`src/rtl/bip_control_unit_pkg.sv`:
```
// Shared encodings for the accumulator-machine control unit.
// Latency: n/a (constants and types only).
// Backpressure: n/a.
// Contents: opcode constants, accumulator-input mux selects, ALU op/operand
// selects and FSM state encodings.
package bip_control_unit_pkg;

    localparam int OPC_BITS = 5;

    // Opcodes (Instr[15:11])
    localparam logic [OPC_BITS-1:0] OPC_HLT  = 5'b00000;
    localparam logic [OPC_BITS-1:0] OPC_STO  = 5'b00001;
    localparam logic [OPC_BITS-1:0] OPC_LD   = 5'b00010;
    localparam logic [OPC_BITS-1:0] OPC_LDI  = 5'b00011;
    localparam logic [OPC_BITS-1:0] OPC_ADD  = 5'b00100;
    localparam logic [OPC_BITS-1:0] OPC_ADDI = 5'b00101;
    localparam logic [OPC_BITS-1:0] OPC_SUB  = 5'b00110;
    localparam logic [OPC_BITS-1:0] OPC_SUBI = 5'b00111;

    // Accumulator-input mux select; encoding 3 is never produced
    localparam logic [1:0] SEL_ALU = 2'd0;
    localparam logic [1:0] SEL_IMM = 2'd1;
    localparam logic [1:0] SEL_RAM = 2'd2;

    // ALU operand-B select and operation
    localparam logic SELB_RAM = 1'b0;
    localparam logic SELB_IMM = 1'b1;
    localparam logic OP_ADD   = 1'b0;
    localparam logic OP_SUB   = 1'b1;

    typedef enum logic [1:0] {
        ST_FETCH = 2'd0,
        ST_EXEC  = 2'd1,
        ST_HALT  = 2'd2
    } state_t;

endpackage

```
`src/rtl/bip_instr_decoder.sv`:
```
// Opcode to datapath-strobe decoder for the accumulator machine.
// Latency: purely combinational, 0 cycles.
// Backpressure: none; all outputs are forced to 0 unless exec is high.
// Ports: exec (gate), opcode -> sel_a, sel_b, op, wr_acc, wr_ram, rd_ram.
module bip_instr_decoder
    import bip_control_unit_pkg::*;
(
    input  logic                exec,
    input  logic [OPC_BITS-1:0] opcode,
    output logic [1:0]          sel_a,
    output logic                sel_b,
    output logic                op,
    output logic                wr_acc,
    output logic                wr_ram,
    output logic                rd_ram
);

    always_comb begin
        sel_a  = SEL_ALU;
        sel_b  = SELB_RAM;
        op     = OP_ADD;
        wr_acc = 1'b0;
        wr_ram = 1'b0;
        rd_ram = 1'b0;
        if (exec) begin
            unique case (opcode)
                OPC_STO: wr_ram = 1'b1;
                OPC_LD: begin
                    rd_ram = 1'b1;
                    sel_a  = SEL_RAM;
                    wr_acc = 1'b1;
                end
                OPC_LDI: begin
                    sel_a  = SEL_IMM;
                    wr_acc = 1'b1;
                end
                OPC_ADD: begin
                    rd_ram = 1'b1;
                    wr_acc = 1'b1;
                end
                OPC_ADDI: begin
                    sel_b  = SELB_IMM;
                    wr_acc = 1'b1;
                end
                OPC_SUB: begin
                    rd_ram = 1'b1;
                    op     = OP_SUB;
                    wr_acc = 1'b1;
                end
                OPC_SUBI: begin
                    sel_b  = SELB_IMM;
                    op     = OP_SUB;
                    wr_acc = 1'b1;
                end
                // HLT and undefined opcodes leave every strobe low
                default: ;
            endcase
        end
    end

endmodule

```
`src/rtl/bip_control_unit.sv`:
```
// Control unit for the accumulator datapath: FETCH/EXEC/HALT FSM, PC, decode.
// Latency: two clocks per instruction; strobes valid only in the EXEC cycle.
// Backpressure: none; HALT is absorbing until Reset (sync, active-low).
// Ports: Clk, Reset, Instr in; PC, Operand, SelA, SelB, Op, WrAcc, WrRam,
// RdRam, Halted out. Optional: define BIP_INSTR_COUNT_EN to add InstrCount.
module bip_control_unit
    import bip_control_unit_pkg::*;
#(
    parameter int PC_W  = 11,
    parameter int OPC_W = 5,
    parameter int IW    = 16
) (
    input  logic            Clk,
    input  logic            Reset,
    input  logic [IW-1:0]   Instr,
    output logic [PC_W-1:0] PC,
    output logic [PC_W-1:0] Operand,
    output logic [1:0]      SelA,
    output logic            SelB,
    output logic            Op,
    output logic            WrAcc,
    output logic            WrRam,
    output logic            RdRam,
    output logic            Halted
`ifdef BIP_INSTR_COUNT_EN
    ,
    output logic [31:0]     InstrCount
`endif
);

    state_t            state_q, state_d;
    logic [PC_W-1:0]   pc_q;
    logic              pc_inc;
    logic              exec;
    logic [OPC_W-1:0]  opcode;

    assign opcode  = Instr[IW-1:PC_W];
    assign exec    = (state_q == ST_EXEC);
    assign Operand = Instr[PC_W-1:0];
    assign PC      = pc_q;
    assign Halted  = (state_q == ST_HALT);

    always_ff @(posedge Clk) begin
        if (!Reset) begin
            state_q <= ST_FETCH;
            pc_q    <= '0;
        end else begin
            state_q <= state_d;
            // Natural wrap at 2^PC_W, no flag
            if (pc_inc) begin
                pc_q <= pc_q + PC_W'(1);
            end
        end
    end

    always_comb begin
        state_d = state_q;
        pc_inc  = 1'b0;
        unique case (state_q)
            ST_FETCH: state_d = ST_EXEC;
            ST_EXEC: begin
                // HLT freezes the PC on its own address
                if (opcode == OPC_HLT) begin
                    state_d = ST_HALT;
                end else begin
                    state_d = ST_FETCH;
                    pc_inc  = 1'b1;
                end
            end
            ST_HALT:  state_d = ST_HALT;
            default:  state_d = ST_FETCH;
        endcase
    end

    bip_instr_decoder u_dec (
        .exec   (exec),
        .opcode (opcode),
        .sel_a  (SelA),
        .sel_b  (SelB),
        .op     (Op),
        .wr_acc (WrAcc),
        .wr_ram (WrRam),
        .rd_ram (RdRam)
    );

`ifdef BIP_INSTR_COUNT_EN
    logic [31:0] cnt_q;

    // Counts every completed EXEC, HLT included; a reset edge overrides it
    always_ff @(posedge Clk) begin
        if (!Reset) begin
            cnt_q <= '0;
        end else if (exec) begin
            cnt_q <= cnt_q + 32'd1;
        end
    end

    assign InstrCount = cnt_q;
`endif

endmodule

```
`config.mk`:
```
export PLATFORM = sky130hd
export DESIGN_NAME = bip_control_unit
export DESIGN_NICKNAME = d
export VERILOG_FILES = /design/src/rtl/bip_control_unit_pkg.sv /design/src/rtl/bip_instr_decoder.sv /design/src/rtl/bip_control_unit.sv
export SDC_FILE = /design/constraint.sdc
export NUM_CORES = 1
export LEC_CHECK = 0
export CORE_MARGIN = 8
export CORE_UTILIZATION = 30
export CTS_CLUSTER_SIZE = 16
export DETAILED_ROUTE_END_ITERATION = 8
export HOLD_SLACK_MARGIN = 0.02
export PLACE_DENSITY_LB_ADDON = 0.3
export SLEW_MARGIN = 10
export SYNTH_ARGS = -nofsm -noshare
export SYNTH_HDL_FRONTEND = slang
export SYNTH_SLANG_ARGS = --single-unit
```
`constraint.sdc`:
```
create_clock -name Clk -period 3.4 [get_ports Clk]
set_input_delay 0.68 -clock Clk [delete_from_list [all_inputs] [get_ports Clk]]
set_output_delay 0.68 -clock Clk [all_outputs]
set_load 0.05 [all_outputs]
```
==> impl_metrics.yaml <==
routing:
  drc: 0
  vias: 691
  wirelength_um: 1790
  ant_nets: 0
  routedWlPerCell_um: 13.2
  vias_per_cell: 5.12
  dr.pass1.iters: 3
  drtIter0Drc: 27
setup_path:
  r2r_slack_ps: 1840
  critPathArrivalTime_ps: 2260
  required_ps: 2720
  r2r_start: "state_q[1]"
  r2r-end: "PC[10]"
  crit_fanout: 3
  crit_path_end_kind: "output pin"
  endpoint: "WrAcc"
  crit_type: "input pin to output pin"
  setup.worst_path.start_class: "input pin"
  path_depth: 5
  r2r_cells: 4
  cp_slowest_cell: "clkdlybuf4s50_1"
  path_cells: "clkdlybuf4s50_1 > nor2_1 > nand2_1 > nor2_1 > clkdlybuf4s50_1"
  slowest_delay_ps: 810
  critical-path-top-delay-family: "buffers and inverters"
  startpoint: "Instr[15]"
  path_buf_inv: 2
yosys:
  synth_top_area_share_pct: 34.0
  synthFlopType: "dfxtp_1"
  ys_seq_area_share_pct: 34.0
  synth_area_leaders: "dfxtp_1, buf_4, nor2_1, a21oi_1, xor2_1"
  synth_edf_count: 0
  ys_ff_latch: 13
  syn_avg_cell_area_um2: 8.49
  synth_cells: 90
  synthesis.area_um2: 764
  synthDistinctLibCells: 34
  syn-num-nets: 109
  ys_warn_count: 0
  synthArstFlopShare_pct: 0
  synth_top_area_cell: "dfxtp_1"
timing:
  relSlewSlack_pct: 66.2
  slew_viol_final: 0
  max_freq_mhz: 340
  fin_crit_sh_pct: 86.6
  finalCriticalPeriod_ps: 2940
  tns_ps: 0
  rsz0062_at_grt: "false"
  tightest_slew_ps: 506
  setup_viol: 0
  timing.clock.skew_ps: 4.41
  hold_violations: 0
grt:
  grtUsageTotal_pct: 8.12
  grt_pass1_wl_um: 2850
  antenna_found_initial: 0
  grt_max_degree: 13
  overflow: 0
  grt_pass1_vias: 630
layout:
  nets: 125
  area_growth_pct: 25.7
  fillers: 260
  antenna_cells: 0
  drive_above_1_share_pct: 14.3
  layout_commonest_cell: "clkdlybuf4s50_1"
  mostFrequentLayoutCells: "clkdlybuf4s50_1, dfxtp_1, nor2_1"
power_and_ir_drop:
  max-vdd-ir-drop_v: 0.000132
  p_total_w: 0.000301
  p_per_area_nw_per_um2: 313
  p_leak_nw: 0.346
die:
  start_util_pct: 31.1
  die_height_um: 66.5
  die_x_um: 66.5
  row_count: 18
  core_area_um2: 2450
  die_area_um2: 4420
  ios: 48
run_status:
  status: "complete, no violations"
placed_design:
  port_buffers: 25
  routabilityCongestion: 0.693
  place_hpwl_um: 1450
cts:
  clk_pin_slew_ps: 70
  post_cts_resized: 0
  cts_htree_levels: 1
  holdBufCountCts: 0
  cts_setup_buffers: 0
  clock_sinks: 13
  cts_buffer_depth: 2
  clk-insertion-delay-late_ps: 280
  cts_inserted_buffers: 3
  clock-root-buffer: "clkbuf_4"
  tritoncts: "built"
min_path:
  hp-class: "flip-flop to flip-flop"
run:
  drv_cap: 0
## per-layer routing
layer,vias to the layer above,wire [um],GRT usage [%]
met5,-,0,0
met4,0,38,3.47
met3,7,261,5.03
met2,29,784,13.1
met1,312,701,8.20
li1,343,-,-
## worst min-delay path by stage
stage | startpoint | endpoint | slack [ps] | cells past startpoint
detailed placement | state_q[1] | state_q[0] | 450 | 1
global route | state_q[1] | state_q[0] | 480 | 1
CTS | state_q[1] | state_q[0] | 450 | 1
floorplan | state_q[1] | state_q[0] | 420 | 1
global placement | state_q[1] | state_q[0] | 440 | 1
finish | state_q[1] | state_q[0] | 450 | 1
## power by group
part | internal, W | total (W) | switching, W
Clock | 0.0000455 | 0.0000953 | 0.0000498
Combinational | 0.0000179 | 0.0000471 | 0.0000292
Sequential | 0.000155 | 0.000159 | 0.00000328
Total | 0.000219 | 0.000301 | 0.0000823
## flip-flops by register name, summed over array words and instances (netlist names)
name	count
PC	11
state_q	2
## metrics by stage
step / area (um^2) / worst slack [ps] / hold WS [ps] / utilization, % / std cells
after floorplan: 764 / 665 / 422 / - / 90
after global placement: 935 / 479 / 441 / 38.1 / 131
after detailed placement: 935 / 438 / 446 / 38.1 / 131
after CTS: 961 / 438 / 454 / 39.1 / 135
after global routing: 961 / 352 / 484 / 39.1 / 135
final: 961 / 457 / 448 / 39.1 / 135
## logic make-up (layout without fill, tap and decap cells)
logic type	count (synthesis)	in the layout	synth area share [%]
buffers and inverters	16	31	14.4
AO/OA/AOI/OAI	17	17	16.5
multiplexers	1	1	1.31
XOR/XNOR	4	4	4.58
adder cells (fa/ha/maj)	1	1	1.64
flip-flops	13	13	34.0
AND/OR/NAND/NOR	38	38	27.5
## cell type report
class                           count  area [um^2]  share of cell area, %
Multi-Input combinational cell     61          394                   41.0
Clock buffer                        4         26.3                   2.73
Inverter                            2         7.51                  0.781
Tap cell                           30         37.5                   3.91
Sequential cell                    13          260                   27.1
Timing Repair Buffer               25          235                   24.5
## Yosys cell counts (2+ instances only)
cell      number
o21ai_2        2
nor2_1        10
nand3_1        2
o211ai_1       2
a21oi_1        6
and2_1         2
o21ai_0        2
or4_1          2
nor3_1         4
nand2_1        5
inv_1          2
dfxtp_1       13
buf_4         11
or3_1          4
xor2_1         3
o21ai_1        2
Note: power is estimated with default switching activity, not from simulation.
